==> config.mk <==
export PLATFORM = sky130hd
export DESIGN_NAME = screen_write_arbiter_flat
export DESIGN_NICKNAME = d
export VERILOG_FILES = /design/src/rtl/screen_write_arbiter_if.sv /design/src/rtl/screen_write_arbiter.sv /design/src/flat_wrapper.sv
export SDC_FILE = /design/constraint.sdc
export NUM_CORES = 1
export LEC_CHECK = 0
export ABC_AREA = 1
export BUFFER_PORTS_ARGS = -buffer_cell sky130_fd_sc_hd__buf_4
export CORE_UTILIZATION = 35
export CTS_CLUSTER_DIAMETER = 80
export CTS_CLUSTER_SIZE = 40
export DETAILED_ROUTE_END_ITERATION = 6
export SYNTH_ARGS = -nofsm -noshare
export SYNTH_HDL_FRONTEND = slang
export SYNTH_SLANG_ARGS = --single-unit
==> constraint.sdc <==
create_clock -name clk -period 5.9 [get_ports clk]
set_input_delay 0.885 -clock clk [delete_from_list [all_inputs] [get_ports clk]]
set_output_delay 0.885 -clock clk [all_outputs]
set_load 0.05 [all_outputs]
==> src/rtl/screen_write_arbiter_if.sv <==
// Write-port bundle between the drawing clients, the arbiter and the screen RAM.
// The master side drives requests and clear_start; the slave side (the arbiter) answers.
interface screen_write_arbiter_if #(
  parameter int N_REQ = 3,
  parameter int AW    = 11,
  parameter int DW    = 8
);
  logic [N_REQ-1:0]    req;
  logic [N_REQ*AW-1:0] req_addr;
  logic [N_REQ*DW-1:0] req_data;
  logic [N_REQ-1:0]    ack;
  logic                clear_start;
  logic                clear_busy;
  logic                wr_en;
  logic [AW-1:0]       wr_addr;
  logic [DW-1:0]       wr_data;

  modport master (
    output req, req_addr, req_data, clear_start,
    input  ack, clear_busy, wr_en, wr_addr, wr_data
  );

  modport slave (
    input  req, req_addr, req_data, clear_start,
    output ack, clear_busy, wr_en, wr_addr, wr_data
  );
endinterface

==> src/rtl/screen_write_arbiter.sv <==
// Round-robin arbiter for the screen RAM write port, with a built-in full-RAM clear engine.
// The RAM write triple and clear_busy are registered; ack is combinational.
module screen_write_arbiter #(
  parameter int            N_REQ       = 3,
  parameter int            AW          = 11,
  parameter int            DW          = 8,
  parameter logic [DW-1:0] CLEAR_VALUE = '0
) (
  input  logic                  clk,
  input  logic                  rst,
  screen_write_arbiter_if.slave bus
);

  localparam int LW = $clog2(N_REQ);
  localparam int CW = LW + 1;

  typedef enum logic {ARB, CLEAR} state_t;

  state_t        state_q, state_d;
  logic [LW-1:0] last_q, last_d;
  logic [AW-1:0] cnt_q, cnt_d;
  logic          busy_q, busy_d;
  logic          wr_en_q, wr_en_d;
  logic [AW-1:0] wr_addr_q, wr_addr_d;
  logic [DW-1:0] wr_data_q, wr_data_d;

  logic          found;
  logic [LW-1:0] grant_idx;
  logic [CW-1:0] cand_wide;
  logic [LW-1:0] cand;

  // Search starts just after the last winner; one conditional subtract handles the wrap.
  always_comb begin
    found     = 1'b0;
    grant_idx = '0;
    cand_wide = '0;
    cand      = '0;
    for (int i = 1; i <= N_REQ; i++) begin
      cand_wide = {1'b0, last_q} + CW'(i);
      if (cand_wide >= CW'(N_REQ)) begin
        cand_wide = cand_wide - CW'(N_REQ);
      end
      cand = cand_wide[LW-1:0];
      if (!found && bus.req[cand]) begin
        found     = 1'b1;
        grant_idx = cand;
      end
    end
  end

  always_comb begin
    bus.ack = '0;
    if (!rst && state_q == ARB && !bus.clear_start && found) begin
      bus.ack[grant_idx] = 1'b1;
    end
  end

  always_comb begin
    state_d   = state_q;
    last_d    = last_q;
    cnt_d     = cnt_q;
    busy_d    = busy_q;
    wr_en_d   = 1'b0;
    wr_addr_d = wr_addr_q;
    wr_data_d = wr_data_q;
    unique case (state_q)
      ARB: begin
        if (bus.clear_start) begin
          state_d = CLEAR;
          cnt_d   = '0;
          busy_d  = 1'b1;
        end else if (found) begin
          wr_en_d   = 1'b1;
          wr_addr_d = bus.req_addr[int'(grant_idx)*AW +: AW];
          wr_data_d = bus.req_data[int'(grant_idx)*DW +: DW];
          last_d    = grant_idx;
        end
      end
      CLEAR: begin
        wr_en_d   = 1'b1;
        wr_addr_d = cnt_q;
        wr_data_d = CLEAR_VALUE;
        cnt_d     = cnt_q + 1'b1;
        if (cnt_q == {AW{1'b1}}) begin
          state_d = ARB;
          busy_d  = 1'b0;
          cnt_d   = '0;
        end
      end
      default: state_d = ARB;
    endcase
  end

  always_ff @(posedge clk or posedge rst) begin
    if (rst) begin
      state_q   <= ARB;
      last_q    <= LW'(N_REQ - 1);
      cnt_q     <= '0;
      busy_q    <= 1'b0;
      wr_en_q   <= 1'b0;
      wr_addr_q <= '0;
      wr_data_q <= '0;
    end else begin
      state_q   <= state_d;
      last_q    <= last_d;
      cnt_q     <= cnt_d;
      busy_q    <= busy_d;
      wr_en_q   <= wr_en_d;
      wr_addr_q <= wr_addr_d;
      wr_data_q <= wr_data_d;
    end
  end

  assign bus.clear_busy = busy_q;
  assign bus.wr_en      = wr_en_q;
  assign bus.wr_addr    = wr_addr_q;
  assign bus.wr_data    = wr_data_q;

endmodule

==> src/flat_wrapper.sv <==
// flat-port wrapper written by rule: the top's interface ports become plain ports
module screen_write_arbiter_flat 
#(
  parameter int            N_REQ       = 3,
  parameter int            AW          = 11,
  parameter int            DW          = 8,
  parameter logic [DW-1:0] CLEAR_VALUE = '0
)
  (clk, rst, bus_req, bus_req_addr, bus_req_data, bus_clear_start, bus_ack, bus_clear_busy, bus_wr_en, bus_wr_addr, bus_wr_data);
  screen_write_arbiter_if #(.N_REQ(N_REQ), .AW(AW), .DW(DW)) bus_i ();
  input  logic clk;
  input  logic rst;
  input wire logic [$bits(bus_i.req)-1:0] bus_req;
  input wire logic [$bits(bus_i.req_addr)-1:0] bus_req_addr;
  input wire logic [$bits(bus_i.req_data)-1:0] bus_req_data;
  input wire logic [$bits(bus_i.clear_start)-1:0] bus_clear_start;
  output wire logic [$bits(bus_i.ack)-1:0] bus_ack;
  output wire logic [$bits(bus_i.clear_busy)-1:0] bus_clear_busy;
  output wire logic [$bits(bus_i.wr_en)-1:0] bus_wr_en;
  output wire logic [$bits(bus_i.wr_addr)-1:0] bus_wr_addr;
  output wire logic [$bits(bus_i.wr_data)-1:0] bus_wr_data;
  assign bus_i.req = bus_req;
  assign bus_i.req_addr = bus_req_addr;
  assign bus_i.req_data = bus_req_data;
  assign bus_i.clear_start = bus_clear_start;
  assign bus_ack = bus_i.ack;
  assign bus_clear_busy = bus_i.clear_busy;
  assign bus_wr_en = bus_i.wr_en;
  assign bus_wr_addr = bus_i.wr_addr;
  assign bus_wr_data = bus_i.wr_data;
  screen_write_arbiter #(.N_REQ(N_REQ), .AW(AW), .DW(DW), .CLEAR_VALUE(CLEAR_VALUE)) u_core (.clk(clk), .rst(rst), .bus(bus_i));
endmodule
* Word-level counts from Yosys, hierarchy flattened
Index checks and enable logic that the tools add are counted.
W data, S select, Z words.
** Word-level totals
- Flip-flop bits (word level) :: 35
** Operators by class
- Add/subtract/negate cells :: 7
- $mul :: 1
- Magnitude comparators :: 8
- Equality and inequality tests :: 5
- Shift-type cells :: 2
- Muxes and demuxes :: 36
- Bitwise gates (word level) :: 2
- Reduce and logical (&&, ||, !) cells :: 13
** Operators with widths (number)
- $mux W11 :: 4
- $pmux W11 S2 :: 2
- $shiftx A33 B32 Y11 :: 1
- $shiftx A24 B6 Y8 :: 1
- $mux W8 :: 2
- $pmux W8 S2 :: 1
- $mux W1 :: 13
- $lt A2 B3 Y1 const B :: 4
- $mux W2 :: 6
- $add A11 B1 Y11 const B :: 1
- $eq A11 B11 Y1 const B :: 1
- $ge A3 B2 Y1 const B :: 3
- $add A2 B2 Y3 const B :: 2
- $bmux W1 S2 :: 3
- $logic_and A1 B1 Y1 :: 6
- $mul A2 B4 Y6 const B :: 1
- $ne A2 B2 Y1 const B :: 3
- $pmux W1 S2 :: 3
- $sub A2 B2 Y2 const B :: 3
- $logic_not A1 Y1 :: 4
- $reduce_and A2 Y1 :: 2
- $add A2 B1 Y3 const B :: 1
- $mux W3 :: 1
- $reduce_and A3 Y1 :: 1
- 4 further kinds :: 5

* Longest topological paths before layout
Gate-level depths: netlist of the first run.
- Word-level depth :: 17
- Depth in mapped cells :: 17

* Least setup slack after synthesis of the first run
No wires, ideal clock.
- Path type :: input to output
- From :: in rst
- To :: out bus_ack[1]
- Data arrival time :: 2.913 ns
- Path slack :: 2.102 ns
- Stages on the path :: 3
- Buffers on the path :: 0
- Cells stage by stage :: inv_1 > nand2_1 > nor3_1
** Between the ends
- Word-level cells in the longest chain between the ends :: 5
** RTL lines
- start: declaration :: line flat_wrapper.sv:12 : input logic rst;
- $logic_not A1 Y1 :: line screen_write_arbiter.sv:53 : if (!rst && state_q == ARB && !bus.clear_start && found) begin
- $logic_and A1 B1 Y1 (3 in a row) :: line screen_write_arbiter.sv:53
- $mux W3 :: line screen_write_arbiter.sv:53
- end: declaration :: line flat_wrapper.sv:17 : output wire logic [$bits(bus_i.ack)-1:0] bus_ack;
No other way between the ends.

* Worst setup path in the final report of the first run
- From :: reg u_core.last_q[1]
- To :: out bus_ack[0]
** Between the ends
- Word-level cells in the longest chain between the ends :: 17
- Elaborated cells on any way between the ends :: 35
- Those cells by class :: add/sub (6); order compare (5); mux (18); reduce/logical (6)
** RTL lines
- start: declaration :: line screen_write_arbiter.sv:20 : logic [LW-1:0] last_q, last_d;
- start signal: assignment :: line screen_write_arbiter.sv:97 : last_q <= LW'(N_REQ - 1);
- start signal: assignment :: line screen_write_arbiter.sv:105 : last_q <= last_d;
- $add A2 B1 Y3 :: line screen_write_arbiter.sv:39 : cand_wide = {1'b0, last_q} + CW'(i);
- $ge A3 B2 Y1 or $sub A2 B2 Y2 (tied branches) :: line screen_write_arbiter.sv:40, screen_write_arbiter.sv:41
- $mux W2 :: line screen_write_arbiter.sv:40 : if (cand_wide >= CW'(N_REQ)) begin
- $bmux W1 S2 :: line screen_write_arbiter.sv:44 : if (!found && bus.req[cand]) begin
- $mux W1 (implied by the code) :: line screen_write_arbiter.sv:44
- $mux W1 :: line screen_write_arbiter.sv:44
- $logic_not A1 Y1 :: line screen_write_arbiter.sv:44
- $logic_and A1 B1 Y1 :: line screen_write_arbiter.sv:44
- $mux W1 :: line screen_write_arbiter.sv:44
- $logic_not A1 Y1 :: line screen_write_arbiter.sv:44
- $logic_and A1 B1 Y1 :: line screen_write_arbiter.sv:44
- $mux W2 :: line screen_write_arbiter.sv:44
- $lt A2 B3 Y1 (implied by the code) or $ge A2 B1 Y1 (tied branches) :: line screen_write_arbiter.sv:54 : bus.ack[grant_idx] = 1'b1;
- $logic_and A1 B1 Y1 (implied by the code) :: line screen_write_arbiter.sv:54
- $mux W1 (implied by the code) :: line screen_write_arbiter.sv:54
- $demux W1 S2
- $mux W3 * :: line screen_write_arbiter.sv:53
Every way passes the cells marked *; elsewhere a longest branch is shown, timed or not. The select of a mux whose other input is x is not followed.

==> impl_results.md, run 1 <==
- Status: finished with violations
- Failing checks: DRC
- Final setup viols: 0
- Gp weighted congestion: 0.872
- Setup TNS Final: 0 ns
- Syn Area/Cell: 7.07 µm²
- Via density: 5.11
- Max_slew headroom: 40.3%
- Hold Path Class: reg2reg
- Final hold violations: 0
- Hold_buf cts: 0
- Postcts setup bufs: 0
- Dpl ws: 1.69 ns
- Hold WS: 0.489 ns
- Number of distinct library cells after synthesis: 31
- WS Path Type: reg2out
- Clock sinks: 35
- RSZ-0062 raised after global routing: false
- Vias in the first global route: 2,358
- CTS tree: yes
- Crit end category: output pin
- Initial antenna violation count: 0
- Fin nets: 485
- Maximum vdd drop: 0.248 mV
- Worst EP required: 5.02 ns
- Most frequent cells in the layout: nand2_1, buf_4, nand3_1
- Drt wl/cell: 13.9 µm
- Resize count post-CTS: 0
- Slew Limit Fails: 0
- CTS Root Cell: clkbuf_8
- Final Skew: 0.00360 ns
- Sw frac: 48.1%
- Clk slew on worst S/H paths: 0.08 ns
- Yosys warns: 0
- Mapped Area: 2410 µm²
- Vias: 2,527
- Drt drc: 10
- Internal: 0.730 mW
- Die H: 85.0 µm
- CTS Buffer Depth: 2
- Worst-case reg-to-reg path depth: 14
- DR pass1 iterations: 7
- Final min period: 4.59 ns
- Worst-path fanout max: 21
- IO buf count: 86
- Max-Cap Viols: 0
- First-pass GRT wire length: 10,900 µm
- PnR worst setup slack: 1.31 ns
- Worst-Skew Late Latency: 0.29 ns
- P&R area growth vs syn: 31.5%
- Sequential cell area fraction in the yosys report: 36.4%
- Overflow after GRT: 0
- Sequential Power Share: 25.1%
- Fin util: 48.8%
- Ant. Diodes: 0
- Worst-Margin Slew: 0.895 ns
- Top-Level Pins: 87
- Synth Register Bits: 35
- Pleak: 1.67 nW
- Comb pwr share: 56.2%
- PwrDens: 444 nW/µm²
- Worst EP arrival: 3.71 ns
- Most common cell after layout, fill and taps aside: nand2_1
- Initial DRC count: 119
- Clock power frac: 18.7%
- H-tree levels: 2
- ANT nets after route: 0
- Syn Inst Count: 341
- WHS Path Cells: 2
- CP Launch Type: register
- Detailed placement HPWL: 4940 µm
- Pin count of the biggest net entering global routing: 41
- Share of layout cells above drive strength 1: 27.5%
- Initial Utilization: 37.1%
- Psw: 0.678 mW
- Global-route usage over all layers: 19.0%
- Core box area: 6490 µm²
- Fin crit share: 77.8%
- TritonCTS Buffers: 5
- Die X-Extent: 85.0 µm
- Max Fclk: 218 MHz
- Post-synth net total: 409
- Final wirelength: 6870 µm
- Site Rows: 29
- Die footprint: 7220 µm²
## power groups by stage
| stage | clock network, mW | registers, mW | logic [mW] |
|---|---|---|---|
| floorplan | 0 | 0.462 | 0.539 |
| global placement | 0 | 0.355 | 0.770 |
| detailed placement | 0 | 0.357 | 0.782 |
| CTS | 0.266 | 0.352 | 0.785 |
| global route | 0.276 | 0.362 | 0.870 |
| finish | 0.263 | 0.353 | 0.792 |
## metal layers
layer	GRT usage, %	share of wire, %	up-vias
met5	0	0	-
met4	6.16	1.1	0
met3	4.28	7.1	7
met2	31.9	46	96
met1	24.4	46	1159
li1	-	-	1265
## synthesized netlist by cell type (all sizes together)
cell type | count | area share, %
a21oi | 2 | 0.42
nand3 | 53 | 12
clkbuf | 1 | 0.31
o22ai | 7 | 1.8
nor4 | 1 | 0.26
o21ai | 20 | 4.2
o21bai | 1 | 0.78
xor2 | 4 | 1.5
dfstp | 1 | 1.1
ha | 5 | 2.6
nor3 | 1 | 0.21
buf | 17 | 4.8
nand2 | 116 | 20
xnor2 | 1 | 0.36
dfrtp | 34 | 35
nor2 | 13 | 2.5
nand4 | 21 | 5.5
clkinv | 1 | 0.16
inv | 39 | 6.3
a31oi | 3 | 0.78
## state kept, by name, summed over array words and instances (netlist names)
register,cells
u_core.last_q,2
u_core.bus.wr_en,1
u_core.bus.clear_busy,1
u_core.bus.wr_data,8
u_core.cnt_q,11
u_core.state_q,1
u_core.bus.wr_addr,11
## worst max-delay path, stage by stage (launching register included)
cell     delay [ns]
dfstp_2        0.55
inv_1          0.07
ha_1           0.47
nand2_1        0.11
inv_2          0.09
nor2_4         0.04
nand2_2        0.07
nand3_2        0.06
inv_2          0.09
nand3_1        0.58
nand2_1        0.86
nand2_1        0.10
nor2_1         0.13
buf_4          0.21
## worst paths after layout
kind                                        from               endpoint  slack, ns
setup reg to reg                u_core.last_q[1]  u_core.bus.wr_addr[3]       2.37
hold reg to reg            u_core.bus.wr_data[1]  u_core.bus.wr_data[1]       0.49
setup / recovery                u_core.last_q[1]             bus_ack[0]       1.31
max in group asynchronous                    rst       u_core.last_q[1]       4.84
min in group asynchronous                    rst  u_core.bus.wr_addr[4]       0.70
hold / removal             u_core.bus.wr_data[1]  u_core.bus.wr_data[1]       0.49
## metrics by stage
step           total power, mW  instances  area (µm²)
2_1_floorplan             1.00        341        2410
3_3_place_gp              1.13        487        3040
3_5_place_dp              1.14        487        3040
4_1_cts                   1.40        495        3170
5_1_grt                   1.51        495        3170
6_report                  1.41        495        3170
## area by class of cell
cell class	count	area [µm²]
fillers	664	3330
multi-input cells	248	1250
flip-flops and latches	35	877
repair buffers	87	653
inverters	40	155
well taps	77	96.3
clock buffers	6	72.6
clock inverters	2	60.1
## cells by family after synthesis
kind of cell	after synthesis	synth area share, %
AO/OA/AOI/OAI	33	7.94
XOR/XNOR	5	1.82
buffers and inverters	58	11.5
adder cells (fa/ha/maj)	5	2.60
flip-flops	35	36.4
AND/OR/NAND/NOR	205	39.7
(Power assumes the default switching activity.)
==> run 2, diff against run 1 <==
clock period = 4.4 ns   (was 5.9 ns; I/O delays follow)
==> impl_results.md, run 2 (synthesized netlist as in run 1, its figures left out) <==
- CTS Buffer Depth: 2 (unchanged)
- Initial Utilization: 37.1% (unchanged)
- Worst EP arrival: 2.82 ns (-0.89 ns)
- CP Launch Type: register
- Setup slack, reg-to-reg: 1.41 ns (-0.96 ns)
- Clk slew on worst S/H paths: 0.07 ns (about the same)
- Multi-input logic area: 1250 µm² (unchanged)
- Worst r2r src: u_core.last_q[1]
- Global-route usage over all layers: 19.5% (+0.45 points)
- WHS Path Cells: 2 (unchanged)
- Final hold violations: 0 (unchanged)
- H-tree levels: 2 (unchanged)
- Crit end category: output pin
- Fin nets: 489 (+0.82%)
- Final Skew: 0.00450 ns (+0.000901 ns)
- Fin area: 3150 µm² (-0.67%)
- Overflow after GRT: 0 (unchanged)
- Maximum vdd drop: 0.512 mV (+110%)
- Vias: 2,533 (+0.24%)
- Failing checks: DRC
- Layout fillers: 673 (+1.4%)
- Max Fclk: 287 MHz
- First-pass GRT wire length: 11,000 µm (+1.1%)
- Drt wl/cell: 13.5 µm (-2.8%)
- Max_slew headroom: 48.9% (+8.6 points)
- Max-Cap Viols: 0 (unchanged)
- Hold Path Class: reg2reg
- Slowest-stage cell, CP: dfstp_2
- Worst-Margin Slew: 0.764 ns (-0.130 ns)
- Clock sinks: 35 (unchanged)
- Dpl ws: 1.25 ns (-0.441 ns)
- Core box area: 6490 µm² (unchanged)
- Ant. Diodes: 0 (unchanged)
- Slew Limit Fails: 0 (unchanged)
- Most frequent cells in the layout: nand2_1, buf_4, nand3_1
- Final wirelength: 6730 µm (-2.0%)
- TritonCTS Buffers: 5 (unchanged)
- Drt drc: 10 (unchanged)
- Hold path start: u_core.bus.wr_data[4]
- Hold_buf cts: 0 (unchanged)
- Vias in the first global route: 2,371 (+0.55%)
- Initial DRC count: 158 (+33%)
- Critical Path, Cell by Cell: inv_1 -> ha_1 -> nand2_1 -> nand3_4 -> nand2_4 -> nand4_1 -> nand2_1 -> inv_2 -> nand2_1 -> nor2_1 -> buf_4
- Pleak: 1.67 nW (-0.26%)
- PwrDens: 562 nW/µm² (+27%)
- Placed Area: 3070 µm² (+0.99%)
- Worst Hold Path EP: u_core.bus.wr_data[4]
- RSZ-0062 raised after global routing: false
- Final min period: 3.48 ns
- CTS Root Cell: clkbuf_8
- Via density: 5.08 (-0.57%)
- Pin count of the biggest net entering global routing: 39 (-4.9%)
- Reg area: 877 µm² (unchanged)
- Gp weighted congestion: 0.957 (+9.7%)
- Initial antenna violation count: 0 (unchanged)
- CP dominant cell by count: nand2_1
- Status: finished with violations
- Crit path max-delay family: simple AND/OR/NAND/NOR gates
- WS Path Type: reg2out
- IO buf count: 86 (unchanged)
- Detailed placement HPWL: 4970 µm (+0.61%)
- DR pass1 iterations: 7 (unchanged)
- Resize count post-CTS: 0 (unchanged)
- Worst-case reg-to-reg path depth: 13 (-1)
- Die X-Extent: 85.0 µm (unchanged)
- Reg2reg end: u_core.bus.wr_addr[3]
- Final setup viols: 0 (unchanged)
- Postcts setup bufs: 0 (unchanged)
- Fin crit share: 79.1%
- ANT nets after route: 0 (unchanged)
- Top-Level Pins: 87 (unchanged)
- Die H: 85.0 µm (unchanged)
- Most common cell after layout, fill and taps aside: nand2_1
- Worst EP required: 3.74 ns (-1.28 ns)
- Worst-Skew Late Latency: 0.29 ns (about the same)
- CTS tree: yes
- P&R area growth vs syn: 30.6%
- Worst path buffer plus inverter count: 3 (-1)
- Setup TNS Final: 0 ns (unchanged)
- PnR worst setup slack: 0.919 ns (-0.388 ns)
- Site Rows: 29 (unchanged)
- Die footprint: 7220 µm² (unchanged)
- Max incr delay on CP: 0.55 ns (-0.31 ns)
- Share of layout cells above drive strength 1: 28.0% (+0.45 points)
- Worst-path fanout max: 22 (+4.8%)
## run 2: metal layers
metal  GRT usage [%]  up-vias  part of all wire, %
met5               0        -                    0
met4            7.24        0                  2.0
met3            4.67       13                  8.2
met2            31.2       96                   44
met1            25.7     1136                   46
li1                -     1288                    -
## run 2: tightest hold or removal path, delay by kind of cell (launching register included)
kind	cells	cell delay, ns
flops	1	0.34
simple gates	2	0.11
## run 2: worst max path at each step
stage	to	startpoint	cells past startpoint	slack [ns]
after floorplan	bus_ack[1]	u_core.last_q[1]	13	0.91
after global placement	bus_ack[1]	u_core.last_q[1]	9	1.29
after detailed placement	bus_ack[0]	u_core.last_q[1]	11	1.25
after CTS	bus_ack[0]	u_core.last_q[1]	11	0.92
after global routing	bus_ack[0]	u_core.last_q[1]	11	0.68
final	bus_ack[0]	u_core.last_q[1]	11	0.92
## run 2: cell type report
type                       instances  share of cell area (%)
clock inverter                     1                   0.159
clock buffer                       7                    2.42
sequential                        35                    27.9
timing repair buffer              91                    21.7
inverter                          40                    4.93
tap                               77                    3.06
multi-input combinational        248                    39.9
## run 2: through the flow
| stage | utilization, % | hold slack (ns) | power [mW] | instances |
|---|---|---|---|---|
| 4_1_cts | 48.5 | 0.486 | 1.78 | 499 |
| 6_report | 48.5 | 0.482 | 1.77 | 499 |
| 3_3_place_gp | 47.2 | 0.465 | 1.54 | 491 |
| 3_5_place_dp | 47.2 | 0.467 | 1.55 | 491 |
| 5_1_grt | 48.5 | 0.500 | 1.92 | 499 |
| 2_1_floorplan | - | 0.496 | 1.34 | 341 |
## run 2: report_power, final
| part | total, mW | switching (mW) | internal [mW] |
|---|---|---|---|
| clock network | 0.227 | 0.116 | 0.111 |
| registers | 0.472 | 0.0585 | 0.413 |
| logic | 1.07 | 0.714 | 0.357 |
| total | 1.77 | 0.888 | 0.882 |
==> run 3, diff against run 2 <==
clock period = 3.4 ns   (was 4.4 ns; I/O delays follow)
==> impl_results.md, run 3 (synthesized netlist as in run 1, its figures left out) <==
- Overflow after GRT: 0 (unchanged)
- Final min period: 2.99 ns
- Initial antenna violation count: 0 (unchanged)
- Die H: 85.0 µm (unchanged)
- Global-route usage over all layers: 20.0% (+0.49 points)
- Internal: 1.23 mW (+40%)
- Resize count post-CTS: 0 (unchanged)
- DR pass1 iterations: 6 (-1)
- Top Layer Used: met4
- First-pass GRT wire length: 11,500 µm (+4.3%)
- Pin count of the biggest net entering global routing: 39 (unchanged)
- Final hold violations: 0 (unchanged)
- Most common cell after layout, fill and taps aside: nand2_1
- H-tree levels: 2 (unchanged)
- Hold WS: 0.461 ns (-0.0213 ns)
- ANT nets after route: 0 (unchanged)
- Worst-case reg-to-reg path depth: 15 (+2)
- Worst r2r src: u_core.last_q[1]
- Die footprint: 7220 µm² (unchanged)
- Final setup viols: 0 (unchanged)
- Routed wl met3: 464 µm (-15%)
- CTS Buffer Depth: 2 (unchanged)
- CP Launch Type: register
- Max_slew headroom: 63.8% (+15 points)
- Fin nets: 491 (+0.41%)
- Initial Utilization: 37.1% (unchanged)
- Gp weighted congestion: 0.792 (-17%)
- Sequential Power Share: 25.5% (-1.1 points)
- Worst-Skew Late Latency: 0.29 ns (about the same)
- Worst EP arrival: 2.48 ns (-0.34 ns)
- Status: finished with violations
- Clock power frac: 15.1% (+2.3 points)
- Hold_buf cts: 0 (unchanged)
- Drt wl/cell: 13.7 µm (+1.2%)
- P&R area growth vs syn: 32.1%
- Reg2reg end: u_core.bus.wr_addr[7]
- Core box area: 6490 µm² (unchanged)
- Worst EP required: 2.89 ns (-0.85 ns)
- Ant. Diodes: 0 (unchanged)
- Worst-Margin Slew: 0.539 ns (-0.226 ns)
- CTS Root Cell: clkbuf_8
- Slew Limit Fails: 0 (unchanged)
- Share of layout cells above drive strength 1: 28.4% (+0.41 points)
- Vias: 2,520 (-0.51%)
- Postcts setup bufs: 0 (unchanged)
- IO buf count: 86 (unchanged)
- Psw: 1.17 mW (+32%)
- Worst-path fanout max: 8 (-64%)
- Maximum vdd drop: 0.674 mV (+31%)
- Detailed placement HPWL: 5090 µm (+2.5%)
- Die X-Extent: 85.0 µm (unchanged)
- Clk slew on worst S/H paths: 0.07 ns (about the same)
- Clock sinks: 35 (unchanged)
- Failing checks: DRC
- RSZ-0062 raised after global routing: false
- PwrDens: 755 nW/µm² (+34%)
- Max-Cap Viols: 0 (unchanged)
- Vias in the first global route: 2,561 (+8.0%)
- Via density: 5.04 (-0.71%)
- Pleak: 1.69 nW (+1.1%)
- Fin util: 49.0% (+0.56 points)
- Comb pwr share: 59.5% (-1.0 points)
- Drt drc: 10 (unchanged)
- Sw frac: 48.8% (-1.4 points)
- Fin crit share: 88.1%
- Final wirelength: 6830 µm (+1.4%)
- Crit end category: output pin
- TritonCTS Buffers: 5 (unchanged)
- Met2 wire length: 3300 µm (+11%)
- Fin area: 3180 µm² (+1.2%)
- Max Fclk: 334 MHz
- WS Path Type: reg2out
- Site Rows: 29 (unchanged)
- CTS tree: yes
- Setup slack, reg-to-reg: 0.89 ns (-0.52 ns)
- Layout fillers: 701 (+4.2%)
- Most frequent cells in the layout: nand2_1, buf_4, nand3_1
- Setup TNS Final: 0 ns (unchanged)
- Top-Level Pins: 87 (unchanged)
- Final Skew: 0.00621 ns (+0.00172 ns)
- Hold Path Class: in2async
- Routed length on met1: 3010 µm (-2.4%)
- Placed Area: 3080 µm² (+0.49%)
- Initial DRC count: 129 (-18%)
[run 3: changes by cell type in the layout (fill, tap and decap cells not counted), sizes merged]
cell and delta:
bufinv +1, buf +2, clkinv -1, clkbuf -1
[run 3: layout make-up]
type / count / area, µm² / area share [%]
inverter: 40 / 155 / 4.87
clock inverter: 1 / 30.0 / 0.943
sequential: 35 / 877 / 27.5
tap: 77 / 96.3 / 3.03
timing repair buffer: 93 / 698 / 21.9
multi-input combinational: 248 / 1250 / 39.4
clock buffer: 6 / 72.6 / 2.28
[run 3: worst max-delay path by stage]
stage | start | end | slack, ns | cells after the start
6_report | u_core.last_q[1] | bus_ack[1] | 0.41 | 11
5_1_grt | u_core.last_q[1] | bus_ack[1] | 0.22 | 13
4_1_cts | u_core.last_q[1] | bus_ack[1] | 0.40 | 11
3_5_place_dp | u_core.last_q[1] | bus_ack[0] | 0.72 | 13
3_3_place_gp | u_core.last_q[1] | bus_ack[1] | 0.78 | 13
2_1_floorplan | u_core.last_q[1] | bus_ack[1] | 0.06 | 13
[run 3: layer usage]
| layer | GRT usage, % | vias to the layer above |
|---|---|---|
| met1 | 24.1 | 1155 |
| li1 | - | 1280 |
| met4 | 4.78 | 0 |
| met2 | 36.2 | 80 |
| met3 | 4.38 | 5 |
| met5 | 0 | - |
[run 3: critical path, cell delays in order, from the launching register on]
cell and delay (ns):
dfstp_2 0.54, inv_1 0.07, ha_1 0.48, nand2_1 0.16
nand3_4 0.13, nand3_1 0.10, nand2_1 0.09, nand2_1 0.06
nand2_2 0.06, nand2_1 0.10, nor3_1 0.18, buf_4 0.22
[run 3: power by group through the flow]
stage	registers (mW)	clock network [mW]	logic (mW)
2_1_floorplan	0.801	0	0.936
3_3_place_gp	0.616	0	1.42
3_5_place_dp	0.621	0	1.44
4_1_cts	0.614	0.374	1.44
5_1_grt	0.632	0.384	1.59
6_report	0.612	0.362	1.43
[run 3: metrics by stage]
| step | setup WS [ns] | total power, mW | cells |
|---|---|---|---|
| after global placement | 0.784 | 2.04 | 493 |
| after global routing | 0.221 | 2.61 | 500 |
| after detailed placement | 0.723 | 2.06 | 493 |
| final | 0.406 | 2.40 | 500 |
| after floorplan | 0.0612 | 1.74 | 341 |
| after CTS | 0.395 | 2.43 | 500 |
